### src/rtl/instr_fetch.sv
// Instruction fetch stage: latches the PC, runs one req/ack bus read per
// instruction, and hands the fetched word to decode over valid/ready.
// Also drives the PC's increment pulse and hold (disable) inputs, handles
// branch flush and bus timeout. Every output is a register.
//
// Handshakes:
//   bus    : mem_req rises and then stays high until a cycle with mem_ack=1.
//            It is never withdrawn early, even on flush. mem_ack may already
//            be high in the first mem_req cycle.
//   decode : a transfer occurs on a posedge where instr_valid=1 and
//            decode_ready=1 and flush=0. instr is stable while instr_valid=1.
module instr_fetch #(
  parameter int          TIMEOUT     = 16,
  parameter logic [31:0] RESET_INSTR = 32'h0000_0013
) (
  input  logic        clk,
  input  logic        clr,
  input  logic [31:0] pc_val,
  input  logic        flush,
  input  logic        decode_ready,
  output logic        mem_req,
  output logic [31:0] mem_addr,
  input  logic        mem_ack,
  input  logic [31:0] mem_rdata,
  output logic [31:0] instr,
  output logic        instr_valid,
  output logic        pc_inc,
  output logic        pc_hold,
  output logic        fetch_err,
  output logic [2:0]  state_dbg
);

  localparam logic [2:0] IDLE  = 3'd0;
  localparam logic [2:0] FETCH = 3'd1;
  localparam logic [2:0] HOLD  = 3'd2;
  localparam logic [2:0] DRAIN = 3'd3;
  localparam logic [2:0] ERR   = 3'd4;

  localparam int             CW       = (TIMEOUT > 1) ? $clog2(TIMEOUT) : 1;
  localparam logic [CW-1:0]  CNT_LAST = CW'(TIMEOUT - 1);

  logic [2:0]    state_q;
  logic [CW-1:0] count_q;

  // FSM state is visible for debug and assertion binding.
  assign state_dbg = state_q;

  // Main fetch FSM. mem_addr doubles as the latched PC: it is loaded only in
  // IDLE, so it stays fixed through FETCH/DRAIN even if pc_val moves.
  always_ff @(posedge clk) begin
    if (clr) begin
      state_q     <= IDLE;
      count_q     <= '0;
      mem_req     <= 1'b0;
      mem_addr    <= 32'd0;
      instr       <= RESET_INSTR;
      instr_valid <= 1'b0;
      pc_inc      <= 1'b0;
      pc_hold     <= 1'b1;
      fetch_err   <= 1'b0;
    end else begin
      // The PC increment is a single-cycle pulse.
      pc_inc <= 1'b0;
      case (state_q)
        IDLE: begin
          mem_addr <= pc_val;
          count_q  <= '0;
          mem_req  <= 1'b1;
          pc_hold  <= 1'b1;
          state_q  <= FETCH;
        end

        FETCH: begin
          if (mem_ack) begin
            mem_req <= 1'b0;
            pc_hold <= 1'b0;
            if (!flush) begin
              instr       <= mem_rdata;
              instr_valid <= 1'b1;
              pc_inc      <= 1'b1;
              state_q     <= HOLD;
            end else begin
              // The response belongs to the flushed path: drop it.
              state_q <= IDLE;
            end
          end else if (count_q == CNT_LAST) begin
            // The timeout wins over a flush that arrives on the same cycle.
            mem_req   <= 1'b0;
            fetch_err <= 1'b1;
            pc_hold   <= 1'b1;
            state_q   <= ERR;
          end else begin
            count_q <= count_q + 1'b1;
            // The request cannot be withdrawn, so wait out the ack in DRAIN.
            if (flush) state_q <= DRAIN;
          end
        end

        HOLD: begin
          if (flush) begin
            instr_valid <= 1'b0;
            instr       <= RESET_INSTR;
            state_q     <= IDLE;
          end else if (decode_ready) begin
            instr_valid <= 1'b0;
            state_q     <= IDLE;
          end
        end

        DRAIN: begin
          // Further flushes are irrelevant here; the data is dropped anyway.
          if (mem_ack) begin
            mem_req <= 1'b0;
            pc_hold <= 1'b0;
            state_q <= IDLE;
          end else if (count_q == CNT_LAST) begin
            mem_req   <= 1'b0;
            fetch_err <= 1'b1;
            pc_hold   <= 1'b1;
            state_q   <= ERR;
          end else begin
            count_q <= count_q + 1'b1;
          end
        end

        ERR: begin
          // Terminal until clr.
          mem_req     <= 1'b0;
          instr_valid <= 1'b0;
          pc_hold     <= 1'b1;
          fetch_err   <= 1'b1;
        end

        default: begin
          mem_req     <= 1'b0;
          instr_valid <= 1'b0;
          state_q     <= IDLE;
        end
      endcase
    end
  end

endmodule

### config.mk
export PLATFORM = sky130hd
export DESIGN_NAME = instr_fetch
export DESIGN_NICKNAME = d
export VERILOG_FILES = /design/src/rtl/instr_fetch.sv
export SDC_FILE = /design/constraint.sdc
export NUM_CORES = 1
export LEC_CHECK = 0
export BUFFER_PORTS_ARGS = -buffer_cell sky130_fd_sc_hd__buf_2
export CAP_MARGIN = 40
export CELL_PAD_IN_SITES_DETAIL_PLACEMENT = 1
export CELL_PAD_IN_SITES_GLOBAL_PLACEMENT = 2
export CORE_ASPECT_RATIO = 1.25
export CORE_MARGIN = 2
export CORE_UTILIZATION = 25
export DETAILED_ROUTE_END_ITERATION = 8
export PLACE_DENSITY_LB_ADDON = 0.12
export SLEW_MARGIN = 15
export SYNTH_ARGS = -nofsm -noshare
export SYNTH_HDL_FRONTEND = slang
export SYNTH_SLANG_ARGS = --single-unit
### constraint.sdc
create_clock -name clk -period 1.9 [get_ports clk]
set_clock_uncertainty 0.05 [all_clocks]
set_input_delay 0.38 -clock clk [delete_from_list [all_inputs] [get_ports clk]]
set_output_delay 0.38 -clock clk [all_outputs]
set_load 0.1 [all_outputs]
Yosys cells after proc, flatten, opt, wreduce, memory -nomap -nowiden --
Cells that the tools add are included.
Word-level totals: register bits after elaboration 76, bits in latches 0, RAM bits 0, memory bits (read-only) 0, input bits 69, word-level logic and storage cells 76, memories 0
Cells by class: add/subtract/negate cells 1, multipliers 0, divide/modulo/power cells 0, $lt $le $gt $ge 0, equality and inequality tests 15, shift operators 0, mux-type cells 30, bitwise logic cells 5, reductions and logical operators 16
Operators with widths (count):
- two-way mux 32 bit | 3
- one-hot mux 32 bit (2 select lines) | 1
- two-way mux 3 bit | 7
- one-hot mux 3 bit (5 select lines) | 1
- AND reduction 4 bit | 3
- two-way mux 1 bit | 10
- inequality test 2 bit, second input constant | 5
- two-way mux 4 bit | 2
- one-hot mux 4 bit (2 select lines) | 1
- nonzero test 2 bit | 4
- == test 3 x 2 -> 1 bit, second input constant | 2
- inequality test 3 bit, second input constant | 2
- one-hot mux 1 bit (3 select lines) | 2
- AND reduction 3 bit | 2
- OR reduction 2 bit | 3
- NOT 1 bit | 5
- adder 4 x 1 -> 4 bit, second input constant | 1
- == test 4 bit, second input constant | 1
- inequality test 4 bit, second input constant | 1
- one-hot mux 1 bit (2 select lines) | 2
- AND reduction 2 bit | 2
- == test 3 x 1 -> 1 bit, second input constant | 1
- == test 3 bit, second input constant | 1
- logical NOT 3 bit | 1
- 4 further kinds | 4

Logic depth before layout (Yosys ltp) --
Gate-level depths: netlist of the first run.
depth in word-level cells 4, gate-level depth with buffers 6, mapped depth without buffers 4

Least setup slack after synthesis of the first run --
Ideal clock, no wire load.
kind reg-to-reg, start point reg state_q[2] (netlist: state_dbg[2]), end point reg instr[21], arrival time 1.990 ns, data required time 1.779 ns, path slack -0.211 ns, stages on the path, launching flop included 6, path buffers 2, period minus slack after synthesis 2.111 ns, cell sequence dfxtp_1 nand4bb_1 buf_2 clkbuf_1 o211ai_1 a21oi_1
On the way: cells in the longest elaborated chain, start to end 3, elaborated cells on any way between the ends 8, classes of those cells 5 x eq/ne; 1 x mux; 2 x reduce/logical
RTL lines:
- start: declaration | line 42 | logic [2:0] state_q;
- start signal: assignment | line 52 | state_q <= IDLE;
- start signal: assignment | line 70 | state_q <= FETCH;
- start signal: assignment | line 81 | state_q <= HOLD;
- == test 3 x 1 -> 1 bit or == test 3 x 2 -> 1 bit (tied branches) | line 64 | case (state_q)
- inequality test 2 bit (no source line) or nonzero test 2 bit (tied branches)
- AND reduction 4 bit (no source line)
- end signal: assignment | line 78 | instr <= mem_rdata;
- end: declaration | line 25 | output logic [31:0] instr,
Several ways; a longest one is shown, not always the timed one. A chain may end at the register's enable or synchronous reset.

Worst setup path after layout of the first run --
start point reg state_q[1] (netlist: state_dbg[1]), end point out state_dbg[1]
RTL lines:
- end: declaration | line 30 | output logic [2:0] state_dbg
No word-level cell between the ends.

==> flow_summary.toml, run 1 <==
[die]
die-area_sq_um = 12960
rows = 44
die_w_microns = 102.2
initial_core_util = 0.2584
die_h_microns = 126.8
pin_count = 141
coreArea_sq_um = 11670

[final_layout]
area_growth_pct = 39.50
diodes = 0
final_common_cell = "buf_2"
drive_gt1_frac = 0.3583
layout.nets = 559
stdcell_area_sq_um = 4207
fin_util = 0.3604
final_cell_mix = "buf_2 (140), dfxtp_1 (73), nand2_1 (69)"

[detailed_routing]
wl_microns = 9525
vias = 3082
routed_via_density = 4.705
drt_first_iter_violations = 83
dr.pass1.iters = 4
wl_per_cell_microns = 14.54
drc = 0
ant_nets = 0

[timing]
max_slew_margin = 0.6144
fmax_ghz = 0.5651
setup_slack_ps = 130.4
grt_setup_unrepaired = "no"
drv_slew = 0
hold_violations = 0
worst_pin_slew_ps = 570.6
tns_ps = 0
layout_min_cycle_time_ps = 1770
finalCritPeriodShare = 0.9314
finalSetupViolations = 0

[critical_path]
r2r_cells = 4
cp_data_required_time_ps = 1470
cp_slowest_cell = "dfxtp_2"
arrival_ps = 1340
crit_type = "reg2out"
endpoint_kind = "primary output"
regToRegEndpoint = "instr[8]"
cpLargestDelayFamily = "flip-flops"
r2r_start = "state_dbg[1]"
crit_fanout = 14
reg2reg_slack_ps = 360
cp_num_buf_inv = 1
crit_path_cell_trace = "buf_2"
critical_path.startpoint_type = "register"
max_stage_delay_ps = 510

[cts]
cts-resized-gates = 0
ctsRootBufferMaster = "clkbuf_16"
postCtsSetupBuffers = 0
path_clk_slew_ps = 60
cts_buffers = 9
cts_buffer_depth = 2
hold_buffers = 0
cts_tree = "built"
clock_latency_ps = 330
htree_levels = 3
cts.sinks = 76

[place]
place_area_sq_um = 3902
place_ws_ps = 270.8
io_buffers = 140
globalplace.congestion = 0.7387
place_hpwl_microns = 6513

[grt]
gr-total-overflow = 0
grt_pass1_vias = 3078
antenna_found_initial = 0
grt_use_total = 0.1496
grt_max_degree = 37
grt_pass1_wl_microns = 15390

[flow_run]
drv_cap = 0

[logic_synthesis]
ys_warn_count = 0
synthesis.area_sq_um = 3015
synth_edf_count = 0
yosys_most_used_dff = "dfxtp_1"
synth_cell_types = 36
syn_nets = 430
ys_ff_latch = 76
syn_area_per_cell_sq_um = 8.376
yosysSeqAreaShare = 0.5046
async_reset_ff_frac = 0
synthCells = 360

[status]
outcome = "finished clean"

[power_and_ir_drop]
ir_drop_mv = 0.3431
p_leak_nw = 1.833
power.density_nw_per_um2 = 1111
power.total_mw = 4.672

[worst_hold_path]
min_path_type = "in2reg"
hold_end = "mem_addr[18]"
hold_path_depth = 3
hold_start = "pc_val[18]"
## cells by family after synthesis
group | Yosys count | share of synthesized area
AO/OA/AOI/OAI | 118 | 0.2353
flip-flops | 76 | 0.5046
buffers and inverters | 37 | 0.05436
AND/OR/NAND/NOR | 128 | 0.2017
adder cells (fa/ha/maj) | 1 | 0.004149
## cell type report
cell class                 count  area [sq um]
fill                        1442          7465
clock inverter                 4         47.55
multi-input combinational    247          1345
tap                          161         201.4
inverter                       2         7.507
clock buffer                  12         256.5
sequential                    76          1525
timing repair buffer         153         823.3
## stage by stage
stage          hold slack [ps]  instances
5_1_grt                  234.9        655
2_1_floorplan            435.1        360
6_report                 236.4        655
4_1_cts                  224.1        655
3_5_place_dp             392.9        639
3_3_place_gp             387.1        639
## cell usage after synthesis (all sizes together), types with 3 or more instances
| cell type | number | area [sq um] |
|---|---|---|
| dfxtp | 76 | 1521 |
| nand2 | 69 | 259.0 |
| a21oi | 66 | 330.3 |
| nand3 | 32 | 160.2 |
| o211ai | 31 | 232.7 |
| buf | 18 | 92.59 |
| clkbuf | 17 | 63.81 |
| a211oi | 5 | 37.54 |
| nor2 | 5 | 18.77 |
| o21ai | 5 | 25.02 |
| nor3 | 4 | 25.02 |
| o21bai | 4 | 30.03 |
| nor3b | 3 | 32.53 |
## worst max path at each step
stage / start / end / cells past startpoint
CTS: state_dbg[1] / state_dbg[1] / 1
finish: state_dbg[1] / state_dbg[1] / 1
global route: state_dbg[1] / state_dbg[1] / 1
floorplan: state_dbg[2] / instr[21] / 5
detailed placement: flush / instr[8] / 5
global placement: mem_ack / instr[9] / 5
## power by group
part,switching [mW],total (mW),internal [mW],leakage (nW)
logic,0.950,1.19,0.235,1.06
registers,0.0604,1.75,1.69,0.623
clock network,0.655,1.74,1.08,0.149
## flip-flops by register name, summed over array words and instances, names as in the netlist
name,cells
state_dbg,3
count_q,4
fetch_err,1
instr_valid,1
instr,32
pc_hold,1
mem_addr,32
mem_req,1
pc_inc,1
## routing by layer
layer,vias to the layer above,global-route usage,share of wire,wire length [microns]
met5,-,0,0,0
met2,95,0.2488,0.48,4598
met3,6,0.03857,0.059,566
met1,1444,0.1881,0.45,4286
met4,0,0.04706,0.0078,74
li1,1537,-,-,-
(Power assumes the default switching activity.)
==> run 2: changes to the inputs <==
--- a/config.mk
+++ b/config.mk
@@ -5,15 +5,16 @@
 export SDC_FILE = /design/constraint.sdc
 export NUM_CORES = 1
 export LEC_CHECK = 0
+export ABC_AREA = 1
 export BUFFER_PORTS_ARGS = -buffer_cell sky130_fd_sc_hd__buf_2
 export CAP_MARGIN = 40
 export CELL_PAD_IN_SITES_DETAIL_PLACEMENT = 1
 export CELL_PAD_IN_SITES_GLOBAL_PLACEMENT = 2
 export CORE_ASPECT_RATIO = 1.25
 export CORE_MARGIN = 2
-export CORE_UTILIZATION = 25
+export CORE_UTILIZATION = 24
 export DETAILED_ROUTE_END_ITERATION = 8
-export PLACE_DENSITY_LB_ADDON = 0.12
+export PLACE_DENSITY_LB_ADDON = 0.3
 export SLEW_MARGIN = 15
 export SYNTH_ARGS = -nofsm -noshare
 export SYNTH_HDL_FRONTEND = slang
==> run 2 against run 1 <==
  * Synthesized area up 1.5%
  * Non-clock buffer count down 4
  * Combinational power up 91%
  * Sequential cell count unchanged
  * Largest cell class unchanged
==> flow_summary.toml, run 2 <==
[grt]
grt_use_total = 0.1432
antenna_found_initial = 0
grt_pass1_vias = 3305
gr-total-overflow = 0
grt_pass1_wl_microns = 15700
grt_max_degree = 39

[timing]
tns_ps = 0
grt_setup_unrepaired = "no"
fmax_ghz = 0.6108
max_slew_margin = 0.6650
drv_slew = 0
finalCritPeriodShare = 0.8616
holdWs_ps = 220.2
hold_violations = 0
finalSetupViolations = 0
layout_min_cycle_time_ps = 1637
worst_pin_slew_ps = 506.0

[critical_path]
crit_type = "reg2reg"
cp_data_required_time_ps = 2120
endpoint_kind = "register"
r2r_cells = 10
critical_path.startpoint_type = "register"
r2r_start = "state_dbg[2]"
worstSetupStartpoint = "state_dbg[2]"
crit_fanout = 23
arrival_ps = 1860

[logic_synthesis]
synth.top_cell.area_share = 0.4973
async_reset_ff_frac = 0
syn_nets = 505
synthTopCellsByCount = "nor2_1 (137), nand2_1 (82), dfxtp_1 (76)"
yosys_most_used_dff = "dfxtp_1"
synth_area_leaders = "dfxtp_1 (50%), nor2_1 (17%), nand2_1 (10%)"
synthesis.area_sq_um = 3059
synth_cell_types = 21
synth.largest_area_cell = "dfxtp_1"
synth.most_common_cell = "nor2_1"
synthCells = 435
yosysSeqAreaShare = 0.4973
ys_ff_latch = 76
synth_edf_count = 0
ys_warn_count = 0
syn_area_per_cell_sq_um = 7.033

[place]
place_hpwl_microns = 6809
globalplace.congestion = 0.7287
io_buffers = 140
place_area_sq_um = 3973

[worst_hold_path]
hold_path_depth = 3
hold_start = "pc_val[22]"
min_path_type = "in2reg"

[final_layout]
drive_gt1_frac = 0.3072
stdcell_area_sq_um = 4253
reg.largest.list = "instr x32, mem_addr x32, count_q x4"
final_common_cell = "buf_2"
diodes = 0
fin_util = 0.3390
layout.nets = 640
area_growth_pct = 39.02
fillers = 1610
final_cell_mix = "buf_2 (140), nor2_1 (136), nand2_1 (82)"

[detailed_routing]
wl_per_cell_microns = 12.92
route.met2.wl_microns = 4426
topRoutingLayerUsed = "met4"
drt_first_iter_violations = 101
ant_nets = 0
drc = 0
wl_met3_microns = 701
m1WireLength_microns = 4290
routed_via_density = 4.358
vias = 3229
dr.pass1.iters = 4
wl_microns = 9573

[cts]
postCtsSetupBuffers = 0
path_clk_slew_ps = 60
cts_buffer_depth = 2
ctsRootBufferMaster = "clkbuf_16"
cts_buffers = 9
cts.sinks = 76
htree_levels = 3
cts_tree = "built"
clock_latency_ps = 330

[power_and_ir_drop]
power.total_mw = 5.770
p_leak_nw = 2.183
power.density_nw_per_um2 = 1357
ir_drop_mv = 0.4297

[die]
die_h_microns = 130.2
die-area_sq_um = 13670
die_w_microns = 105.0
coreArea_sq_um = 12550
pin_count = 141
rows = 46
initial_core_util = 0.2438

[status]
outcome = "finished clean"

[flow_run]
drv_cap = 0
==> run 2: changes by cell type in the layout (fill, tap and decap cells not counted), moves of 3 or more <==
cell	previous run	this run
nand3_1	32	40
nor2_2	0	3
o21bai_1	4	0
o211ai_1	31	3
buf_4	11	4
a21oi_1	66	7
o21ai_0	5	36
nor2_1	5	136
nand2_1	69	82
inv_1	2	12
a211oi_1	5	0
nor3_1	3	0
inv_2	0	4
==> run 2: worst paths after layout <==
| check | end | slack (ps) |
|---|---|---|
| worst max-delay path | instr[5] | 260 |
| worst min-delay path | mem_addr[22] | 220 |
| worst max register to register | instr[5] | 260 |
| worst min register to register | fetch_err | 410 |
==> run 2: cell type report <==
type / count / area [sq um] / area share
clock buffers: 12 / 266.5 / 0.06267
well taps: 168 / 210.2 / 0.04943
inverters: 17 / 63.81 / 0.01500
repair buffers: 149 / 822.0 / 0.1933
multi-input cells: 317 / 1355 / 0.3186
flip-flops and latches: 76 / 1525 / 0.3586
clock inverters: 2 / 10.01 / 0.002354
==> run 2: logic make-up after synthesis <==
| group | after synthesis | synth area share |
|---|---|---|
| fa+ha+maj | 1 | 0.004089 |
| flops | 76 | 0.4973 |
| compound gates | 48 | 0.08303 |
| xor+xnor | 1 | 0.002864 |
| buf+inv | 42 | 0.06053 |
| simple gates | 267 | 0.3521 |
==> run 2: stage by stage <==
| step | setup WS, ps | instances |
|---|---|---|
| after global routing | 82.60 | 741 |
| after CTS | 180.7 | 741 |
| after floorplan | 30.85 | 435 |
| final | 262.9 | 741 |
| after detailed placement | 199.5 | 727 |
| after global placement | 260.8 | 727 |
==> run 2: timing repair <==
action / in CTS / in global routing
gates resized for setup: 0 / 1
endpoints found under the setup margin: 0 / 1
hold buffers: 0 / 0
==> run 2: worst max-delay path, cell delays in order (launching register included) <==
cell and delay (ps):
dfxtp_2 350, inv_2 80, nand2_2 100, nor2_2 170
nand2_1 100, nand2_2 110, inv_2 50, nor2_4 200
buf_12 200, nor2_1 50, nor2_1 100
==> run 2: power by group <==
part | switching [mW] | total, mW | leakage, nW | internal (mW)
Sequential | 0.0992 | 1.89 | 0.629 | 1.79
Clock | 0.635 | 1.61 | 0.140 | 0.972
Combinational | 1.87 | 2.27 | 1.41 | 0.398
Total | 2.61 | 5.77 | 2.18 | 3.16
==> run 2: per-layer routing <==
layer / vias up / track usage
met1: 1473 / 0.1686
met3: 11 / 0.04496
met4: 0 / 0.06588
met2: 100 / 0.2395
met5: - / 0
li1: 1645 / -
==> run 3: changes to the inputs <==
--- a/config.mk
+++ b/config.mk
@@ -6,14 +6,13 @@
 export NUM_CORES = 1
 export LEC_CHECK = 0
 export ABC_AREA = 1
-export BUFFER_PORTS_ARGS = -buffer_cell sky130_fd_sc_hd__buf_2
 export CAP_MARGIN = 40
 export CELL_PAD_IN_SITES_DETAIL_PLACEMENT = 1
 export CELL_PAD_IN_SITES_GLOBAL_PLACEMENT = 2
 export CORE_ASPECT_RATIO = 1.25
-export CORE_MARGIN = 2
-export CORE_UTILIZATION = 24
+export CORE_UTILIZATION = 32
 export DETAILED_ROUTE_END_ITERATION = 8
+export DONT_BUFFER_PORTS = 1
 export PLACE_DENSITY_LB_ADDON = 0.3
 export SLEW_MARGIN = 15
 export SYNTH_ARGS = -nofsm -noshare
==> run 3 against run 2 <==
  * Clock-buffer cell count did not move
  * Final cell count shrank 15%
  * Combinational power rose by 2%
  * Sequential cell count stayed put
  * Core utilization increased by 9.9 points
  * Wire length fell by 8.7%
  * Power grew 2.2%
==> flow_summary.toml, run 3 (synthesis results as in run 2) <==
[status]
outcome = "finished clean"

[flow_run]
drv_cap = 0

[timing]
max_slew_margin = 0.7618
grt_setup_unrepaired = "no"
tns_ps = 0
setup_slack_ps = 185.7
finalCritPeriodShare = 0.9023
drv_slew = 0
holdWs_ps = 65.81
fmax_ghz = 0.5833
worst_pin_slew_ps = 356.8
layout_min_cycle_time_ps = 1714
hold_violations = 0
finalSetupViolations = 0

[detailed_routing]
drc = 0
vias = 2996
drt_first_iter_violations = 70
wl_microns = 8739
dr.pass1.iters = 4
ant_nets = 0
wl_per_cell_microns = 13.89
routed_via_density = 4.763

[die]
rows = 39
coreArea_sq_um = 9223
initial_core_util = 0.3317
pin_count = 141
die_w_microns = 89.45
die-area_sq_um = 9957
die_h_microns = 111.3

[final_layout]
diodes = 0
final_common_cell = "nor2_1"
layout.nets = 571
fillers = 1162
reg.largest.list = "instr x32, mem_addr x32, count_q x4"
drive_gt1_frac = 0.2134
regArea_sq_um = 1525
final_cell_mix = "nor2_1 (136), nand2_1 (82), buf_4 (77)"
area_growth_pct = 32.07
stdcell_count = 629
multi_input_area_sq_um = 1355

[grt]
antenna_found_initial = 0
gr-total-overflow = 0
grt_use_total = 0.1788
grt_pass1_wl_microns = 13720
grt_pass1_vias = 2920
grt_max_degree = 38

[critical_path]
r2r_cells = 9
reg2reg_slack_ps = 190
max_stage_delay_ps = 350
cpLargestDelayFamily = "simple AND/OR/NAND/NOR gates"
cp_slowest_cell = "dfxtp_2"
r2r_start = "state_dbg[2]"
crit_path_cell_trace = "inv_2 > nand2_2 > nor2_2 > nand2_1 > nand2_2 > buf_4 > nand3_1 > nand2_1 > nor2_1"
critical_path.startpoint_type = "register"
arrival_ps = 1880
endpoint_kind = "register"
crit_fanout = 27
cp_data_required_time_ps = 2070
cp_num_buf_inv = 2
regToRegEndpoint = "instr[19]"
crit_type = "reg2reg"

[cts]
cts_tree = "built"
cts.sinks = 76
cts_buffer_depth = 2
cts_buffers = 9
ctsRootBufferMaster = "clkbuf_16"
htree_levels = 3
postCtsSetupBuffers = 0
hold_buffers = 0
path_clk_slew_ps = 50
clock_latency_ps = 320
cts-resized-gates = 0

[worst_hold_path]
hold_end = "state_dbg[0]"
hold_start = "clr"
min_path_type = "in2reg"
hold_path_depth = 1

[power_and_ir_drop]
pwr-share-clk = 0.290
power.total_mw = 5.898
p_leak_nw = 1.937
p_sw_mw = 2.579
p_comb_frac = 0.394
pwr-share-seq = 0.316
internal_power_mw = 3.318
ir_drop_mv = 0.4940
sw_frac_of_total = 0.4373
power.density_nw_per_um2 = 1460

[place]
globalplace.congestion = 0.8069
place_hpwl_microns = 6252
io_buffers = 0
place_ws_ps = 201.0
place_inst = 613
==> run 3: power by group through the flow <==
| stage | logic [mW] | registers [mW] | clock network [mW] |
|---|---|---|---|
| after floorplan | 0.495 | 3.27 | 0 |
| after global placement | 2.31 | 1.89 | 0 |
| after detailed placement | 2.33 | 1.90 | 0 |
| after CTS | 2.34 | 1.87 | 1.76 |
| after global routing | 2.45 | 1.88 | 1.85 |
| final | 2.32 | 1.86 | 1.71 |
==> run 3: per-stage QoR <==
stage	instance area [sq um]	utilization
3_3_place_gp	3736	0.4051
2_1_floorplan	3063	-
6_report	4040	0.4381
4_1_cts	4040	0.4381
3_5_place_dp	3736	0.4051
5_1_grt	4040	0.4381
==> run 3: worst max-delay path by stage <==
stage	from	to	slack [ps]	depth (start not counted)
floorplan	state_dbg[0]	instr[21]	30	10
global placement	state_dbg[2]	instr[7]	300	9
detailed placement	state_dbg[2]	instr[12]	200	9
CTS	state_dbg[2]	instr[20]	170	9
global route	state_dbg[2]	instr[15]	40	9
finish	state_dbg[2]	instr[19]	190	9
==> run 3: worst reg2reg max path: cells and delay by family (launching register included) <==
| family | cells | cell delay (ps) |
|---|---|---|
| simple gates | 7 | 800 |
| flops | 1 | 350 |
| buf+inv | 2 | 400 |
==> run 3: routing by layer <==
layer  global-route usage  share of wire
met1               0.2024           0.42
met4              0.08254          0.017
met3              0.05361          0.079
met5                    0              0
met2               0.3018           0.49
==> run 3: area by class of cell <==
type | count | share of cell area
inverters | 17 | 0.01579
clock inverters | 4 | 0.01177
multi-input cells | 317 | 0.3354
clock buffers | 12 | 0.06349
repair buffers | 80 | 0.1579
flip-flops and latches | 76 | 0.3775
well taps | 123 | 0.03809
